**src/rtl/wimax_pkg.sv**
```systemverilog
// -----------------------------------------------------------------------------
// wimax_pkg
// Shared constants and helpers for the WiMAX transmit-chain FEC blocks.
//   FEC_BLOCK_IN / FEC_BLOCK_OUT : uncoded / coded bits per FEC block
//   FEC_G1 / FEC_G2              : K=7 generator polynomials (octal 171 / 133)
//   enc_state_t                  : encode FSM state type
//   cc_tap()                     : one generator output for current bit + state
//   sr_from_tail()               : tail-biting preload of the shift register
// -----------------------------------------------------------------------------
package wimax_pkg;

   localparam int FEC_BLOCK_IN  = 96;
   localparam int FEC_BLOCK_OUT = 2 * FEC_BLOCK_IN;
   localparam int FEC_SR_W      = 6;

   localparam logic [6:0] FEC_G1 = 7'o171;
   localparam logic [6:0] FEC_G2 = 7'o133;

   typedef enum logic {
      ENC_IDLE,
      ENC_ENCODE
   } enc_state_t;

   // sr[0] holds s1 (most recent bit), sr[5] holds s6 (oldest).
   // The generator MSB taps the current bit u, then s1..s6 going down.
   function automatic logic cc_tap(input logic [6:0] g,
                                   input logic u,
                                   input logic [FEC_SR_W-1:0] sr);
      return ^(g & {u, sr[0], sr[1], sr[2], sr[3], sr[4], sr[5]});
   endfunction

   // tail holds buffer bits [95:90] (tail[5] = bit 95). Bit 95 becomes s1,
   // bit 90 becomes s6, so the vector is bit-reversed into sr.
   function automatic logic [FEC_SR_W-1:0] sr_from_tail(input logic [FEC_SR_W-1:0] tail);
      logic [FEC_SR_W-1:0] r;
      r = '0;
      for (int unsigned k = 0; k < FEC_SR_W; k++) begin
         r[k] = tail[FEC_SR_W-1-k];
      end
      return r;
   endfunction

endpackage

```
**src/rtl/fec_in_pingpong.sv**
```systemverilog
// -----------------------------------------------------------------------------
// fec_in_pingpong
// Double-buffered serial input store for the convolutional encoder.
// Block k+1 is written into one buffer while block k is read from the other.
// Ports:
//   clk, resetN        clock, asynchronous active-low reset
//   d_in, valid_in     serial uncoded bit and its valid
//   ready_in           high while the buffer being written is not full
//   full[1:0]          per-buffer "complete block waiting/being encoded" flags
//   rd_sel, rd_idx     read port: buffer select and bit index -> rd_bit
//   tail_sel           buffer whose bits [BLOCK_IN-1 -: 6] appear on tail
//   free               strobe: clear full[rd_sel] at this edge
// -----------------------------------------------------------------------------
module fec_in_pingpong
   import wimax_pkg::*;
#(
   parameter int BLOCK_IN = FEC_BLOCK_IN,
   parameter int CNT_W    = 8,
   parameter int IDX_W    = $clog2(BLOCK_IN)
)(
   input  logic                clk,
   input  logic                resetN,
   input  logic                d_in,
   input  logic                valid_in,
   output logic                ready_in,
   output logic [1:0]          full,
   input  logic                rd_sel,
   input  logic [IDX_W-1:0]    rd_idx,
   output logic                rd_bit,
   input  logic                tail_sel,
   output logic [FEC_SR_W-1:0] tail,
   input  logic                free
);

   localparam logic [CNT_W-1:0] LAST_IN = CNT_W'(BLOCK_IN - 1);

   logic [BLOCK_IN-1:0] mem [2];
   logic [CNT_W-1:0]    in_cnt;
   logic                wr_sel;
   logic                accept;
   logic                last_bit;

   always_comb begin
      ready_in = !full[wr_sel];
      accept   = valid_in && ready_in;
      last_bit = (in_cnt == LAST_IN);
      rd_bit   = mem[rd_sel][rd_idx];
      tail     = mem[tail_sel][BLOCK_IN-1 -: FEC_SR_W];
   end

   always_ff @(posedge clk or negedge resetN) begin
      if (!resetN) begin
         in_cnt <= '0;
         wr_sel <= 1'b0;
         full   <= '0;
      end else begin
         if (accept) begin
            if (last_bit) begin
               in_cnt <= '0;
               wr_sel <= ~wr_sel;
            end else begin
               in_cnt <= in_cnt + 1'b1;
            end
         end
         // The buffer being freed is always the one being read, which is full,
         // so it can never be the buffer being written (which is not full):
         // both updates can take effect on the same edge.
         if (free) begin
            full[rd_sel] <= 1'b0;
         end
         if (accept && last_bit) begin
            full[wr_sel] <= 1'b1;
         end
      end
   end

   // Data storage needs no reset: full[] gates every read.
   always_ff @(posedge clk) begin
      if (accept) begin
         mem[wr_sel][in_cnt[IDX_W-1:0]] <= d_in;
      end
   end

endmodule

```
**src/rtl/fec_cc_encoder.sv**
```systemverilog
// -----------------------------------------------------------------------------
// fec_cc_encoder
// Rate-1/2, K=7 tail-biting convolutional encoder (WiMAX). Loads BLOCK_IN
// uncoded bits serially, then emits 2*BLOCK_IN coded bits as one unbroken
// burst in the order X0 Y0 X1 Y1 ... Consecutive ready blocks are emitted
// back-to-back with no idle cycle.
// Ports:
//   clk, resetN        clock, asynchronous active-low reset
//   d_in, valid_in     uncoded serial bit from the randomizer and its valid
//   ready_in           encoder can accept d_in this cycle
//   q, valid_out       coded serial bit (0 when not valid) and its valid
//   err_drop           (FEC_ERR_EN only) sticky: valid_in seen with ready_in=0
// Optional feature macro: FEC_ERR_EN
// -----------------------------------------------------------------------------
module fec_cc_encoder
   import wimax_pkg::*;
#(
   parameter int BLOCK_IN = FEC_BLOCK_IN,
   parameter int CNT_W    = 8
)(
   input  logic clk,
   input  logic resetN,
   input  logic d_in,
   input  logic valid_in,
   output logic ready_in,
   output logic q,
   output logic valid_out
`ifdef FEC_ERR_EN
   ,
   output logic err_drop
`endif
);

   localparam int               IDX_W    = $clog2(BLOCK_IN);
   localparam logic [CNT_W-1:0] LAST_OUT = CNT_W'(2 * BLOCK_IN - 1);

   enc_state_t          state, state_nxt;
   logic [CNT_W-1:0]    out_cnt, cnt_nxt;
   logic [FEC_SR_W-1:0] sr, sr_nxt;
   logic                rd_sel, rd_sel_nxt;
   logic                tail_sel;
   logic                free;
   logic [1:0]          full;
   logic                rd_bit;
   logic [FEC_SR_W-1:0] tail;
   logic                x_bit, y_bit;

   fec_in_pingpong #(
      .BLOCK_IN (BLOCK_IN),
      .CNT_W    (CNT_W),
      .IDX_W    (IDX_W)
   ) u_in (
      .clk      (clk),
      .resetN   (resetN),
      .d_in     (d_in),
      .valid_in (valid_in),
      .ready_in (ready_in),
      .full     (full),
      .rd_sel   (rd_sel),
      .rd_idx   (out_cnt[IDX_W:1]),
      .rd_bit   (rd_bit),
      .tail_sel (tail_sel),
      .tail     (tail),
      .free     (free)
   );

   always_ff @(posedge clk or negedge resetN) begin
      if (!resetN) begin
         state   <= ENC_IDLE;
         out_cnt <= '0;
         sr      <= '0;
         rd_sel  <= 1'b0;
      end else begin
         state   <= state_nxt;
         out_cnt <= cnt_nxt;
         sr      <= sr_nxt;
         rd_sel  <= rd_sel_nxt;
      end
   end

   always_comb begin
      state_nxt  = state;
      cnt_nxt    = out_cnt;
      sr_nxt     = sr;
      rd_sel_nxt = rd_sel;
      tail_sel   = rd_sel;
      free       = 1'b0;
      unique case (state)
         ENC_IDLE: begin
            if (full[rd_sel]) begin
               state_nxt = ENC_ENCODE;
               cnt_nxt   = '0;
               sr_nxt    = sr_from_tail(tail);
            end
         end
         ENC_ENCODE: begin
            cnt_nxt = out_cnt + 1'b1;
            if (out_cnt[0]) begin
               sr_nxt = {sr[FEC_SR_W-2:0], rd_bit};
            end
            if (out_cnt == LAST_OUT) begin
               free       = 1'b1;
               rd_sel_nxt = ~rd_sel;
               cnt_nxt    = '0;
               // Preload comes from the buffer about to be selected, so the
               // tail read port is steered ahead of rd_sel itself.
               tail_sel   = ~rd_sel;
               if (full[~rd_sel]) begin
                  sr_nxt = sr_from_tail(tail);
               end else begin
                  state_nxt = ENC_IDLE;
               end
            end
         end
         default: state_nxt = ENC_IDLE;
      endcase
   end

   always_comb begin
      valid_out = (state == ENC_ENCODE);
      x_bit     = cc_tap(FEC_G1, rd_bit, sr);
      y_bit     = cc_tap(FEC_G2, rd_bit, sr);
      q         = valid_out & (out_cnt[0] ? y_bit : x_bit);
   end

`ifdef FEC_ERR_EN
   always_ff @(posedge clk or negedge resetN) begin
      if (!resetN) begin
         err_drop <= 1'b0;
      end else if (valid_in && !ready_in) begin
         err_drop <= 1'b1;
      end
   end
`endif

endmodule

```
**config.mk**
```make
export PLATFORM = sky130hd
export DESIGN_NAME = fec_cc_encoder
export DESIGN_NICKNAME = d
export VERILOG_FILES = /design/src/rtl/wimax_pkg.sv /design/src/rtl/fec_in_pingpong.sv /design/src/rtl/fec_cc_encoder.sv
export SDC_FILE = /design/constraint.sdc
export NUM_CORES = 1
export LEC_CHECK = 0
export BUFFER_PORTS_ARGS = -buffer_cell sky130_fd_sc_hd__buf_2
export CAP_MARGIN = 20
export CORE_MARGIN = 1
export CORE_UTILIZATION = 45
export CTS_CLUSTER_SIZE = 12
export DETAILED_ROUTE_END_ITERATION = 8
export SKIP_CTS_REPAIR_TIMING = 1
export SLEW_MARGIN = 20
export SYNTH_ARGS = -nofsm -noshare
export SYNTH_HDL_FRONTEND = slang
export SYNTH_SLANG_ARGS = --single-unit
```
**constraint.sdc**
```tcl
create_clock -name clk -period 2.7 [get_ports clk]
set_input_delay 0.54 -clock clk [delete_from_list [all_inputs] [get_ports clk]]
set_output_delay 0.54 -clock clk [all_outputs]
set_load 0.02 [all_outputs]
```
[Word level (Yosys, flattened, before mapping)]
Memories as Yosys holds them, arrays and structs flattened.
Index checks and enable logic that the tools add are counted.
W data, S select, Z words.
Operators by class
  add/sub/neg operators: 2
  magnitude comparators: 8
  equal/unequal tests: 3
  muxes and demuxes: 36
  bitwise gates (word level): 7
  reductions and logical operators: 9
Operators with widths (count)
  $mux W96: 1
  $mux W6: 4
  $mux W8: 3
  $mux W1: 19
  $add A8 B1 Y8 const B: 2
  $lt A7 B8 Y1 const B: 2
  $pmux W8 S2: 1
  $reduce_xor A7 Y1: 2
  $pmux W6 S2: 1
  $eq A8 B7 Y1 const B: 1
  $eq A8 B8 Y1 const B: 1
  $bmux W1 S7: 1
  $demux W1 S7: 1
  $ge A7 B1 Y1 const B: 1
  $lt A1 B2 Y1 const B: 3
  $logic_and A1 B1 Y1: 5
  $mux W2: 2
  $not A1 Y1: 3
  $and A2 B2 Y2: 1
  $demux W1 S1: 2
  $ge A1 B1 Y1 const B: 2
  $ne A2 B2 Y1 const B: 1
  $not A2 Y2: 1
  $or A2 B2 Y2: 1
  4 further kinds: 4
Storage, ports and cells
  register bits: 27
  memory bits (writable): 192
  input port bits: 4
  output and inout port bits: 3
  memories kept: 1
Memory list
  u_in.mem: depth 2, width 96, read ports 2, clocked after memory_dff 0, wr ports 1, line fec_in_pingpong.sv:37  | logic [BLOCK_IN-1:0] mem [2];

[Logic depth before layout (Yosys ltp)]
  depth after elaboration: 9
  gate-level depth with buffers: 10
  gate-level depth less buffers: 8

[Modules after synthesis]
A second synthesis with hierarchy kept.
Unflattened totals
  cell total of the unflattened synthesis: 748
  area, all modules: 10196.0 um^2
By module, submodules not included
  fec_in_pingpong: instances 1, cells an instance 651, area an instance 9258.9 um^2, sequential area each 6040.8 um^2
  fec_cc_encoder: instances 1, cells an instance 97, area an instance 937.1 um^2, sequential area each 400.4 um^2

[Least setup slack after synthesis]
No wires, ideal clock.
  path kind: reg2out
  from: register out_cnt[1]
  to: output q
  arrival time: 2420 ps
  setup slack: -260 ps
  cell stages (with the launch flop): 10
  buffers on the path: 2
  cell sequence: dfrtp_1 buf_6 buf_4 mux4_2 mux2i_1 nor3_1 o41ai_1 o211a_1 nor2_1 or3_1
Between the ends
  word-level cells in the longest chain between the ends: 5
Ends and longest elaborated chain
  from (decl): line fec_cc_encoder.sv:38  | logic [CNT_W-1:0] out_cnt, cnt_nxt;
  from (signal assigned): line fec_cc_encoder.sv:75  | out_cnt <= cnt_nxt;
  $bmux W1 S7 (*): line fec_in_pingpong.sv:47  | rd_bit = mem[rd_sel][rd_idx];
  $mux W1 (implied by the code) (*): line fec_in_pingpong.sv:47
  $reduce_xor A7 Y1: line wimax_pkg.sv:29  | return ^(g & {u, sr[0], sr[1], sr[2], sr[3], sr[4], sr[5]});
  $mux W1 (*): line fec_cc_encoder.sv:123  | q = valid_out & (out_cnt[0] ? y_bit : x_bit);
  $and A1 B1 Y1 (*): line fec_cc_encoder.sv:123
  to (decl): line fec_cc_encoder.sv:26  | output logic q,
Every way passes the cells marked *; elsewhere a longest branch is shown, timed or not. The select of a mux whose other input is x is not followed.

[Worst setup path after layout]
  from: register rd_sel
  to: output q
Between the ends
  word-level cells in the longest chain between the ends: 6
Ends and longest elaborated chain
  from (decl): line fec_cc_encoder.sv:40  | logic rd_sel, rd_sel_nxt;
  from (signal assigned): line fec_cc_encoder.sv:77  | rd_sel <= rd_sel_nxt;
  $mem_v2 Z2 W96 (*)
  $bmux W1 S7 (*): line fec_in_pingpong.sv:47
  $mux W1 (implied by the code) (*): line fec_in_pingpong.sv:47
  $reduce_xor A7 Y1: line wimax_pkg.sv:29
  $mux W1 (*): line fec_cc_encoder.sv:123
  $and A1 B1 Y1 (*): line fec_cc_encoder.sv:123
Marked as above.

==> impl_metrics.csv <==
group,metric,value,unit
final_layout,syn2layout_area_growth,17.5,%
clocking,cts_sinks,219,
yosys,synth_ff_type,"edfxtp_1",
power_and_ir_drop,p_leak,3.84,nW
yosys,netlist.area_leader.share,57.7,%
sta,fmax,0.263,GHz
global_routing,antenna_found_initial,0,
sta,rsz0062_at_grt,"yes",
final_layout,nNetsFinal,836,
yosys,ys_types,55,
global_routing,grt-ovfl-total,0,
clocking,cts_buffers,24,
setup_path,cp_max_fo,8,
die,rows,54,
yosys,synth_area,9990,um2
die,dieArea,22800,um2
detailed_routing,wl_per_cell,21.6,um
yosys,synth_top_cell_by_area,"edfxtp_1",
clocking,cts-root-buf,"clkbuf_16",
setup_path,worst_setup_path_start_kind,"register",
clocking,clkTransAtPathRegs,0.06,ns
yosys,synthTopCellsByArea,"edfxtp_1, mux4_2, nor2_1",
setup_path,slowest_stage,"mux4_2",
sta,finalHoldViolations,0,
global_routing,grtUsageMet2,36.9,%
sta,tightestPinTransition,0.709,ns
run,cap_violations,0,
sta,tns,-1.10,ns
die,core,21800,um2
final_layout,antenna_cells,0,
yosys,synth-edff-count,192,
clocking,h-tree-depth,1,
outcome,failed_checks,"negative setup slack",
global_routing,grtUsageTotal,21.9,%
yosys,async_flop_share,12.3,%
power_and_ir_drop,vdd_drop_max,342,uV
detailed_routing,drt_iter0_markers,678,
global_routing,grt_max_degree,105,
sta,period_needed,3.80,ns
detailed_routing,totalWireLength,24.4,mm
die,dieHeight,151,um
global_routing,gr-usage-met1,28.9,%
detailed_routing,antenna_left,0,
yosys,ys_seq_area_share,64.4,%
sta,finalCritPeriodShare,141,%
clocking,clock_latency,0.54,ns
place,io_buffers,6,
yosys,syn_inst,761,
sta,fin_ws,-1.10,ns
setup_path,slowest_delay,0.56,ns
global_routing,use_met3,3.46,%
outcome,status,"complete, but fails checks",
place,globalplace.congestion,0.871,
die,die_w,151,um
sta,maxSlewHeadroom,52.6,%
final_layout,final_common_cell,"nor2_1",
yosys,syn_nets,767,
global_routing,busiest_layer,"met2",
detailed_routing,vias,6443,
place,dpl.hpwl,15.9,mm
detailed_routing,drc,0,
final_layout,post-route-cell-area,11700,um2
setup_path,cp_data_arrival_time,3.26,ns
detailed_routing,drtPass1Iterations,5,
sta,slew_violations,0,
sta,finClkSkew,0.0218,ns
final_layout,final_cells,1128,
setup_path,crit_top_cell,"mux4_2",
hold_path,hp-class,"primary input to asynchronous set/reset pin",
detailed_routing,routed_via_density,5.71,
die,io_pins,7,
setup_path,critical_path_class,"register to primary output",
place,dpl_cell_area,10800,um2
yosys,yosysWarnings,0,
final_layout,drive_gt1_share,23.3,%
power_and_ir_drop,power.density,573,nW/um2
global_routing,grt_pass1_wl,36.5,mm
sta,setup_violations,1,
global_routing,grt_pass1_vias,6408,
setup_path,end_kind,"primary output",
yosys,synth-seq-cells,219,
die,start_util,45.8,%
clocking,cts_tree,"built",
final_layout,layout_common_cells,"nor2_1, edfxtp_1, buf_4",
place,dp.cells,1073,
setup_path,cp.required,2.16,ns
clocking,clock_path_buffers,3,
yosys,avgSynthCellArea,13.1,um2
setup_path,path_cells,"buf_12 > mux4_2 > mux4_2 > mux2i_2 > a211o_1 > o22ai_1 > or3_4 > buf_6",
[routing by layer]
layer  wire length (um)  up-vias
met1              10300     3271
li1                   -     2922
met3               1380       44
met2              11900      206
met4                701        0
met5                  0        -
[per-stage QoR]
step	setup slack [ns]	power, W	util [%]	hold WS [ns]
finish	-1.10	0.00673	53.8	0.0193
global route	-1.16	0.00689	53.8	0.0679
CTS	-1.27	0.00677	52.9	0.0222
detailed placement	-0.700	0.00381	49.6	0.523
global placement	-0.628	0.00380	49.6	0.493
floorplan	-0.102	0.00375	-	0.244
[sequential cells by signal, summed over array words and instances, names as in the netlist]
signal and flops:
out_cnt 8, rd_sel 1, sr 6, u_in.full 2
u_in.in_cnt 8, u_in.mem 192, u_in.wr_sel 1, valid_out 1
[path summary, 6_finish.rpt]
| path | slack (ns) | depth (start not counted) | start | endpoint |
|---|---|---|---|---|
| worst max-delay path | -1.10 | 8 | rd_sel | q |
| worst min-delay path | 0.02 | 1 | resetN | u_in.in_cnt[7] |
| min in group clk | 0.48 | 4 | valid_in | u_in.in_cnt[6] |
| worst max register to register | 0.09 | 10 | out_cnt[1] | sr[0] |
| max in group asynchronous | 2.21 | 1 | resetN | out_cnt[1] |
| worst min register to register | 0.54 | 1 | sr[3] | sr[3] |
[critical path: cells and delay by family, from the launching register on]
family	cells	cell delay, ns
DFF	1	0.51
buffers and inverters	2	0.30
AOI/OAI and AO/OA	2	0.28
and+or+nand+nor	1	0.37
muxes	3	1.27
[area by class of cell]
| type | instances | area, um2 |
|---|---|---|
| Clock buffer | 32 | 641 |
| Clock inverter | 12 | 76.3 |
| Fill cell | 1787 | 10100 |
| Inverter | 5 | 18.8 |
| Multi-Input combinational cell | 479 | 3330 |
| Sequential cell | 219 | 6450 |
| Tap cell | 280 | 350 |
| Timing Repair Buffer | 101 | 873 |
[cell usage after synthesis (all sizes together), types with 7 or more instances]
cell / instances
o21ai: 11
mux2i: 31
a21oi: 7
nand2: 41
nor2b: 19
nand3: 15
clkbuf: 43
buf: 15
nor2: 217
mux4: 40
xor2: 7
dfrtp: 27
edfxtp: 192
mux2: 8
[kinds of logic (layout without fill, tap and decap cells)]
family                     after synthesis  after routing  synth area share (%)
AOI/OAI and AO/OA                       64             64                  4.68
buffers and inverters                   63            150                  2.89
adders and majority gates                2              2                 0.250
muxes                                   79             79                  13.0
xor gates and xnor gates                12             12                  1.13
and+or+nand+nor                        322            322                  13.6
DFF                                    219            219                  64.4
[power breakdown]
group / switching [W] / internal, W / total, W
Combinational: 0.0000465 / 0.00000590 / 0.0000524
Sequential: 0 / 0.00368 / 0.00368
Clock: 0.00132 / 0.00167 / 0.00299
Note: power is estimated with default switching activity, not from simulation.
